## src/rtl/vx_tcu_drl_cval_align.sv

```systemverilog
// vx_tcu_drl_cval_align: unpacks the FP32/INT32 C accumulator operand and aligns
// it into the shared two's-complement accumulator format relative to max_exp.
// Two-stage valid/ready pipeline: S1 unpacks, S2 aligns and holds the output beat.

package vx_tcu_drl_cval_align_pkg;

    typedef struct packed {
        logic is_nan;
        logic is_inf;
        logic sign;
    } fedp_excep_t;

endpackage

module vx_tcu_drl_cval_align
    import vx_tcu_drl_cval_align_pkg::*;
#(
    parameter int N      = 5,
    parameter int W      = 25,
    parameter int WA     = 30,
    parameter int EXP_W  = 10,
    parameter int C_HI_W = 8
) (
    input  logic              clk,
    input  logic              reset_n,
    input  logic              valid_in,
    output logic              ready_in,
    input  logic [31:0]       req_id,
    input  logic [31:0]       c_val,
    input  logic              is_int,
    input  logic [EXP_W-1:0]  max_exp,
    output logic              valid_out,
    input  logic              ready_out,
    output logic [31:0]       req_id_out,
    output logic [WA-1:0]     acc_sig,
    output logic [C_HI_W-1:0] cval_hi,
    output logic              sticky_out,
    output logic              ovf_out,
    output fedp_excep_t       excep_out
);

    // Exponent difference is carried one bit wider than max_exp so that
    // eff_e - 23 - max_exp never wraps for any legal max_exp.
    localparam int DW = EXP_W + 1;

    typedef struct packed {
        logic          sign;
        logic [23:0]   mant;
        logic [DW-1:0] dexp;
        logic          is_nan;
        logic          is_inf;
        logic          is_int;
        logic [31:0]   cval;
        logic [31:0]   id;
    } s1_pay_t;

    typedef struct packed {
        logic [31:0]       id;
        logic [WA-1:0]     acc;
        logic [C_HI_W-1:0] hi;
        logic              sticky;
        logic              ovf;
        fedp_excep_t       excep;
    } s2_pay_t;

    logic    s1_valid_d, s1_valid_q;
    logic    s2_valid_d, s2_valid_q;
    s1_pay_t s1_pay_d, s1_pay_q;
    s2_pay_t s2_pay_d, s2_pay_q;
    s1_pay_t unpack;
    s2_pay_t aligned;
    logic    s1_load, s2_load;

    logic [7:0]           exp_field;
    logic [22:0]          frac_field;
    logic [7:0]           eff_e;
    logic [DW-1:0]        shift_k;
    logic [WA-1:0]        mag;

    // Pipeline flow control: S2 frees up when empty or retiring, S1 follows S2.
    always_comb begin
        s2_load  = !s2_valid_q || ready_out;
        s1_load  = !s1_valid_q || s2_load;
        ready_in = s1_load;
    end

    // Stage 1 unpack: classify the FP32 pattern and compute the alignment distance.
    always_comb begin
        exp_field   = c_val[30:23];
        frac_field  = c_val[22:0];
        unpack      = '0;
        unpack.sign = c_val[31];
        if (exp_field == 8'd0) begin
            unpack.mant = {1'b0, frac_field};
            eff_e       = 8'd1;
        end else begin
            unpack.mant = {1'b1, frac_field};
            eff_e       = exp_field;
        end
        unpack.is_nan = (exp_field == 8'hFF) && (frac_field != 23'd0);
        unpack.is_inf = (exp_field == 8'hFF) && (frac_field == 23'd0);
        unpack.dexp   = {{(DW-8){1'b0}}, eff_e} - DW'(23)
                      - {max_exp[EXP_W-1], max_exp};
        unpack.is_int = is_int;
        unpack.cval   = c_val;
        unpack.id     = req_id;
    end

    // Stage 1 register next-state: capture a new request whenever S1 can load.
    always_comb begin
        s1_valid_d = s1_valid_q;
        s1_pay_d   = s1_pay_q;
        if (s1_load) begin
            s1_valid_d = valid_in;
            if (valid_in) begin
                s1_pay_d = unpack;
            end
        end
    end

    // Stage 2 align: shift the significand to the accumulator grid and apply sign.
    always_comb begin
        aligned    = '0;
        aligned.id = s1_pay_q.id;
        mag        = '0;
        shift_k    = -s1_pay_q.dexp;
        if (s1_pay_q.is_int) begin
            aligned.acc = {{(WA-W){1'b0}}, s1_pay_q.cval[W-1:0]};
            aligned.hi  = C_HI_W'($signed(s1_pay_q.cval[31:W]));
        end else if (s1_pay_q.is_nan || s1_pay_q.is_inf) begin
            aligned.excep.is_nan = s1_pay_q.is_nan;
            aligned.excep.is_inf = s1_pay_q.is_inf;
            aligned.excep.sign   = s1_pay_q.sign;
        end else begin
            aligned.excep.sign = s1_pay_q.sign;
            if (!s1_pay_q.dexp[DW-1]) begin
                if (s1_pay_q.dexp > DW'(WA - 25)) begin
                    aligned.ovf = 1'b1;
                end else begin
                    mag = WA'(s1_pay_q.mant) << s1_pay_q.dexp;
                end
            end else if (shift_k < DW'(24)) begin
                mag            = WA'(s1_pay_q.mant >> shift_k);
                aligned.sticky = |(s1_pay_q.mant & ~({24{1'b1}} << shift_k));
            end else begin
                aligned.sticky = |s1_pay_q.mant;
            end
            aligned.acc = s1_pay_q.sign ? (~mag + WA'(1)) : mag;
        end
    end

    // Stage 2 register next-state: outputs only change when the held beat retires.
    always_comb begin
        s2_valid_d = s2_valid_q;
        s2_pay_d   = s2_pay_q;
        if (s2_load) begin
            s2_valid_d = s1_valid_q;
            if (s1_valid_q) begin
                s2_pay_d = aligned;
            end
        end
    end

    // State registers; reset discards any in-flight beats and clears the outputs.
    always_ff @(posedge clk or negedge reset_n) begin
        if (!reset_n) begin
            s1_valid_q <= 1'b0;
            s2_valid_q <= 1'b0;
            s1_pay_q   <= '0;
            s2_pay_q   <= '0;
        end else begin
            s1_valid_q <= s1_valid_d;
            s2_valid_q <= s2_valid_d;
            s1_pay_q   <= s1_pay_d;
            s2_pay_q   <= s2_pay_d;
        end
    end

    // Output beat comes straight from the stage 2 register.
    always_comb begin
        valid_out  = s2_valid_q;
        req_id_out = s2_pay_q.id;
        acc_sig    = s2_pay_q.acc;
        cval_hi    = s2_pay_q.hi;
        sticky_out = s2_pay_q.sticky;
        ovf_out    = s2_pay_q.ovf;
        excep_out  = s2_pay_q.excep;
    end

endmodule

```

## config.mk

```make
export PLATFORM = sky130hd
export DESIGN_NAME = vx_tcu_drl_cval_align
export DESIGN_NICKNAME = d
export VERILOG_FILES = /design/src/rtl/vx_tcu_drl_cval_align.sv
export SDC_FILE = /design/constraint.sdc
export NUM_CORES = 1
export LEC_CHECK = 0
export ABC_AREA = 1
export CAP_MARGIN = 20
export CORE_AREA = 2 2 144 146
export DETAILED_ROUTE_END_ITERATION = 8
export DIE_AREA = 0 0 146 148
export DONT_BUFFER_PORTS = 1
export PLACE_DENSITY = 0.69
export SLEW_MARGIN = 20
export SYNTH_ARGS = -nofsm -noshare
export SYNTH_HDL_FRONTEND = slang
export SYNTH_SLANG_ARGS = --single-unit
```

## constraint.sdc

```tcl
create_clock -name clk -period 5.2 [get_ports clk]
set_input_delay 1.04 -clock clk [delete_from_list [all_inputs] [get_ports clk]]
set_output_delay 1.04 -clock clk [all_outputs]
set_load 0.03 [all_outputs]
```

# After elaboration in Yosys (flattened, before gate mapping)
# Cells that the tools add are included.
[word_totals] register_bits=180 output_inout_bits=77
[classes] order_cmp=2 bitwise=3 n_reduce_logical=14 n_addsub=4 shifts=3 n_mux=18 eq_ne=1
[ops] cell="$mux 30" n=8
[ops] cell="$reduce_or 24->1" n=2
[ops] cell="$add 30x1->30 const B" n=1
[ops] cell="$not 30->30" n=1
[ops] cell="$shl 24x11->30" n=1
[ops] cell="$shr 24x11->30" n=1
[ops] cell="$and 24x24->24" n=1
[ops] cell="$mux 24" n=1
[ops] cell="$not 24->24" n=1
[ops] cell="$shl 24x11->24 const A" n=1
[ops] cell="$logic_not 23->1" n=1
[ops] cell="$reduce_bool 23->1" n=1
[ops] cell="$mux 8" n=2
[ops] cell="$gt 11x3->1 const B" n=1
[ops] cell="$lt 11x5->1 const B" n=1
[ops] cell="$neg 11->11" n=1
[ops] cell="$sub 9x10->11" n=1
[ops] cell="$sub 8x5->9 const B" n=1
[ops] cell="$eq 8x8->1 const B" n=1
[ops] cell="$logic_not 8->1" n=1
[ops] cell="$mux 5" n=1
[ops] cell="$mux 1" n=4
[ops] cell="$mux 2" n=2
[ops] cell="$reduce_and 2->1" n=2
[ops] cell="3 further kinds" n=7

# Longest topological paths before layout
[depth] word_depth=11 ltp_mapped=29 mapped_depth_nobuf=26

# Least setup slack after synthesis
# No wires, ideal clock.
[synth_path] path_kind="reg-to-reg" start="register s1_pay_q[67] (netlist name)" end="register s2_pay_q, in the netlist acc_sig[10]" setup_ns=0.066 slack_ns=1.596 t_required_ns=5.134 stages_incl_launch_ff=26 n_path_buf=6 arrival_time_ns=3.538 path_cell_list="dfrtp_1 -> buf_2 -> inv_2 -> buf_2 -> buf_2 -> ha_1 -> buf_2 -> inv_1 -> buf_2 -> buf_1 -> nand2_1 -> nand3_1 -> nand2_1 -> nand2_1 -> nand3_1 -> a22oi_2 -> ha_1 -> nand3_1 -> nor2_1 -> inv_2 -> nand2_1 -> nand2_1 -> nor2_1 -> xor2_1 -> nand2_1 -> nand2_1"
[synth_via] elab_chain_len=11
[synth_rtl] item="from (decl)" line_no="68" text="s1_pay_t s1_pay_d, s1_pay_q;"
[synth_rtl] item="from (signal assigned)" line_no="174" text="s1_pay_q <= s1_pay_d;"
[synth_rtl] item="$neg 11->11" line_no="126" text="shift_k = -s1_pay_q.dexp;"
[synth_rtl] item="$lt 11x5->1 / $shr 24x11->30 (equally long branches)" line_no="142, 143"
[synth_rtl] item="$mux 30" line_no="142" text="end else if (shift_k < DW'(24)) begin"
[synth_rtl] item="$mux 30 *" line_no="136" text="if (!s1_pay_q.dexp[DW-1]) begin"
[synth_rtl] item="$mux 30 *" line_no="130" text="end else if (s1_pay_q.is_nan || s1_pay_q.is_inf) begin"
[synth_rtl] item="$mux 30 *" line_no="127" text="if (s1_pay_q.is_int) begin"
[synth_rtl] item="$not 30->30" line_no="148" text="aligned.acc = s1_pay_q.sign ? (~mag + WA'(1)) : mag;"
[synth_rtl] item="$add 30x1->30" line_no="148"
[synth_rtl] item="$mux 30 *" line_no="148"
[synth_rtl] item="$mux 30 *" line_no="130"
[synth_rtl] item="$mux 30 *" line_no="127"
[synth_rtl] item="to (signal assigned)" line_no="175" text="s2_pay_q <= s2_pay_d;"
[synth_rtl] item="to (decl)" line_no="69" text="s2_pay_t s2_pay_d, s2_pay_q;"
# Every way passes the cells marked *; elsewhere a longest branch is shown, timed or not. The select of a mux whose other input is x is not followed.
# A chain may end at the register's enable or synchronous reset.

# Worst setup path in the final report
[layout_path] start="register s1_pay_q[68] (netlist name)" end="register s2_pay_q, in the netlist acc_sig[26]"
# Same word-level chain as after synthesis.

==> out/results.tsv <==
stage	metric	value	unit
die	CORE AREA	20000	um2
routing	via count	11000	
worst_setup_path	CP Launch Type	flop	
power_and_ir_drop	Pint	2.65	mW
grt	vias in the first global route	10600	
power_and_ir_drop	fraction of power spent switching nets	49.6	%
worst_setup_path	CP max stage cell	dfrtp_1	
synth	Syn Area/Cell	6.59	um2
synth	Distinct cells, synth	61	
worst_setup_path	Worst path most repeated cell	nand2_1	
synth	top-area cell type share of the netlist area	35.9	%
synth	area leader, netlist	dfrtp_1	
clock_tree	CTS Root Buffer Type	clkbuf_16	
layout	Layout area overhead	6.68	%
synth	asr flop ratio synth	100	%
timing	Setup-failing EPs final	0	
worst_setup_path	CP arrival	4.50	ns
routing	Final Routed Wirelength	38.3	mm
clock_tree	Clock Pin Slew Worst Setup and Hold Paths	0.08	ns
routing	Detail Route Antenna Nets	0	
clock_tree	cts bufs inserted	17	
layout	Final nets	1686	
timing	Peak Freq	239	MHz
timing	Fin. Hold Viols	0	
clock_tree	Post-CTS Repair Setup Buffers	0	
clock_tree	CTS sink cnt	155	
routing	vias per cell	5.88	
power_and_ir_drop	Comb power frac	34.8	%
routing	DR DRC count	0	
synth	Synth area leaders	dfrtp_1 (36%), nand2_1 (20%), o21ai_0 (7.7%), nand3_1 (7.1%), inv_1 (4.7%)	
outcome	status	finished, final reports clean	
die	die width	146	um
die	num ports	156	
layout	Layout Utilization	57.5	%
layout	layout cells sized above 1	7.04	%
synth	register area share after synthesis	35.9	%
die	Initial Util	53.9	%
place	GPL Wtd Cong	1.06	
clock_tree	CTS tree	yes	
routing	First-pass DRT Iterations	5	
power_and_ir_drop	VDD IR max	0.284	mV
power_and_ir_drop	leak pwr	5.81	nW
routing	DRT iter0 DRCs	1144	
grt	first-pass GRT wire length	60.2	mm
grt	gr usage total	36.1	%
layout	Ant. Diodes	0	
grt	pin count of the biggest net entering global routing	156	
synth	cell count after synthesis	1639	
synth	top-count cell post-synth	nand2_1	
worst_setup_path	critical path fanouts, max	27	
die	Cell Rows	52	
place	DP Wirelength	29.1	mm
die	die area	21600	um2
power_and_ir_drop	P_sw	2.61	mW
synth	post-synth net total	1732	
worst_setup_path	Crit Path Category	flop to flop	
timing	Worst-Margin Slew	1.10	ns
grt	global route total overflow	0	
timing	post-route clock period utilization	80.4	%
clock_tree	Clock Path Buffers	2	
synth	yosys warns	0	
worst_setup_path	CP endpoint kind	flop	
clock_tree	Post-CTS Hold Fix Bufs	0	
place	I/O Buffers	0	
worst_setup_path	crit-path cells	inv_2 > buf_4 > nand2_1 > nor2_1 > nand2_1 > nand2_4 > nand3_4 > inv_2 > o211ai_2 > inv_2 > nand3_4 > o21ai_0 > nor2_1 > nand3_1 > nor2_2 > nand3_2 > nand2_2 > nand2_1 > nor2_1 > o21ai_1 > nand2_1	
timing	unrepaired setup endpoints after global routing	no	
timing	Slew Limit Fails	0	
grt	initial antenna violation count	0	
timing	sum of negative setup slack	0	ns
min_path	worst min path class	primary input to async pin	
timing	hold slack	0.286	ns
timing	Clock Skews	0.0146	ns
worst_setup_path	WP data required	5.52	ns
timing	Slew headroom	26.7	%
worst_setup_path	CP Buf/Inv Count	4	
clock_tree	htree depth	4	
clock_tree	Clock Latency Late Sink	0.44	ns
run	Max-cap violations	0	
timing	min Tclk post-route	4.18	ns
power_and_ir_drop	Clock power frac	24.4	%
synth	Synth Register Bits	155	
power_and_ir_drop	sequential power share	40.9	%
worst_setup_path	Max stage delay on crit path	0.65	ns
synth	Synth top cells by count	nand2_1 (579), o21ai_0 (167), dfrtp_1 (155)	
synth	Post-synth top flop	dfrtp_1	
die	die height	148	um
worst_setup_path	CP top delay family	simple AND/OR/NAND/NOR gates	
clock_tree	post-CTS sizing	0	
synth	Netlist Area Pre-Place	10800	um2
routing	Routed wire per std cell	20.4	um
synth	EDFF count, synth	0	
power_and_ir_drop	power per cell area	457	nW/um2
## layer usage
metal	global-route usage, %	vias to the layer above	wire length, um
li1	-	5242	-
met1	48.5	5099	15800
met2	55.0	586	16900
met3	8.77	107	3760
met4	17.6	0	1920
met5	0	-	0
## logic make-up after synthesis
kind of cell	synth area share [%]
compound gates	15.4
xor+xnor	1.70
flops	35.9
simple gates	35.9
fa+ha+maj	1.69
buf+inv	9.01
mux	0.371
## path summary, 6_finish.rpt
kind	depth (start not counted)	endpoint	from	slack [ns]
setup reg to reg	21	acc_sig[26]	s1_pay_q[68]	1.02
hold reg to reg	2	req_id_out[3]	aligned[46]	0.47
max in group asynchronous	0	s1_pay_q[102]	reset_n	4.59
hold / removal	0	aligned[68]	reset_n	0.29
setup / recovery	21	acc_sig[26]	s1_pay_q[68]	1.02
min in group clk	2	req_id_out[3]	aligned[46]	0.47
## power groups by stage
stage          registers (mW)  logic (mW)  clock network (mW)
2_1_floorplan            1.98        1.39                   0
3_3_place_gp             2.16        1.77                   0
3_5_place_dp             2.16        1.78                   0
4_1_cts                  2.14        1.79                1.30
5_1_grt                  2.17        2.04                1.35
6_report                 2.15        1.83                1.28
## state kept, by name, indices dropped and copies added (netlist names)
register and count:
s1_pay_q 47, aligned 32, req_id_out 32, acc_sig 30, cval_hi 7, excep_out 3, ovf_out 1, s1_valid_q 1
sticky_out 1, valid_out 1
## per-stage QoR
step	std cells	power [mW]	setup slack (ns)	cell area (um2)
after floorplan	1639	3.37	1.60	10800
after global placement	1844	3.93	1.24	10900
after detailed placement	1844	3.94	1.17	10900
after CTS	1876	5.23	1.14	11500
after global routing	1876	5.56	0.713	11500
final	1876	5.27	1.02	11500
## worst reg2reg max path, cell delays in order (launching register included)
cell      delay [ns]
dfrtp_1         0.65
inv_2           0.16
buf_4           0.29
nand2_1         0.19
nor2_1          0.13
nand2_1         0.09
nand2_4         0.13
nand3_4         0.17
inv_2           0.30
o211ai_2        0.14
inv_2           0.14
nand3_4         0.20
o21ai_0         0.53
nor2_1          0.17
nand3_1         0.13
nor2_2          0.06
nand3_2         0.11
nand2_2         0.13
nand2_1         0.11
nor2_1          0.04
o21ai_1         0.13
nand2_1         0.06
## layout make-up
type                       count  area [um2]
sequential                   155        3880
multi-input combinational   1245        5950
clock buffer                  17         425
timing repair buffer          21         158
fill                        2059        8520
clock inverter                15         194
inverter                     153         574
tap                          270         338
## cell usage in the layout (no fill, tap or decap), types with 4 or more instances in the layout
cell type,Yosys,routed
mux2i_1,4,4
o21ai_0,167,167
nand4_1,24,24
nand3b_1,6,6
nand2_1,579,577
a21oi_2,7,7
inv_1,134,133
inv_8,0,4
o21ai_1,21,21
nor2_2,6,6
nand3_1,154,154
o22ai_1,7,7
nor4_1,9,9
xor2_1,13,13
buf_4,4,21
nor2_4,4,4
clkinv_8,0,6
o31ai_1,5,5
ha_1,13,13
nor2_1,106,106
inv_2,18,19
o211ai_1,10,10
dfrtp_1,155,154
nor3_1,8,8
a21oi_1,52,52
nand2_2,4,6
clkbuf_16,0,17
Note: power is estimated with default switching activity, not from simulation.
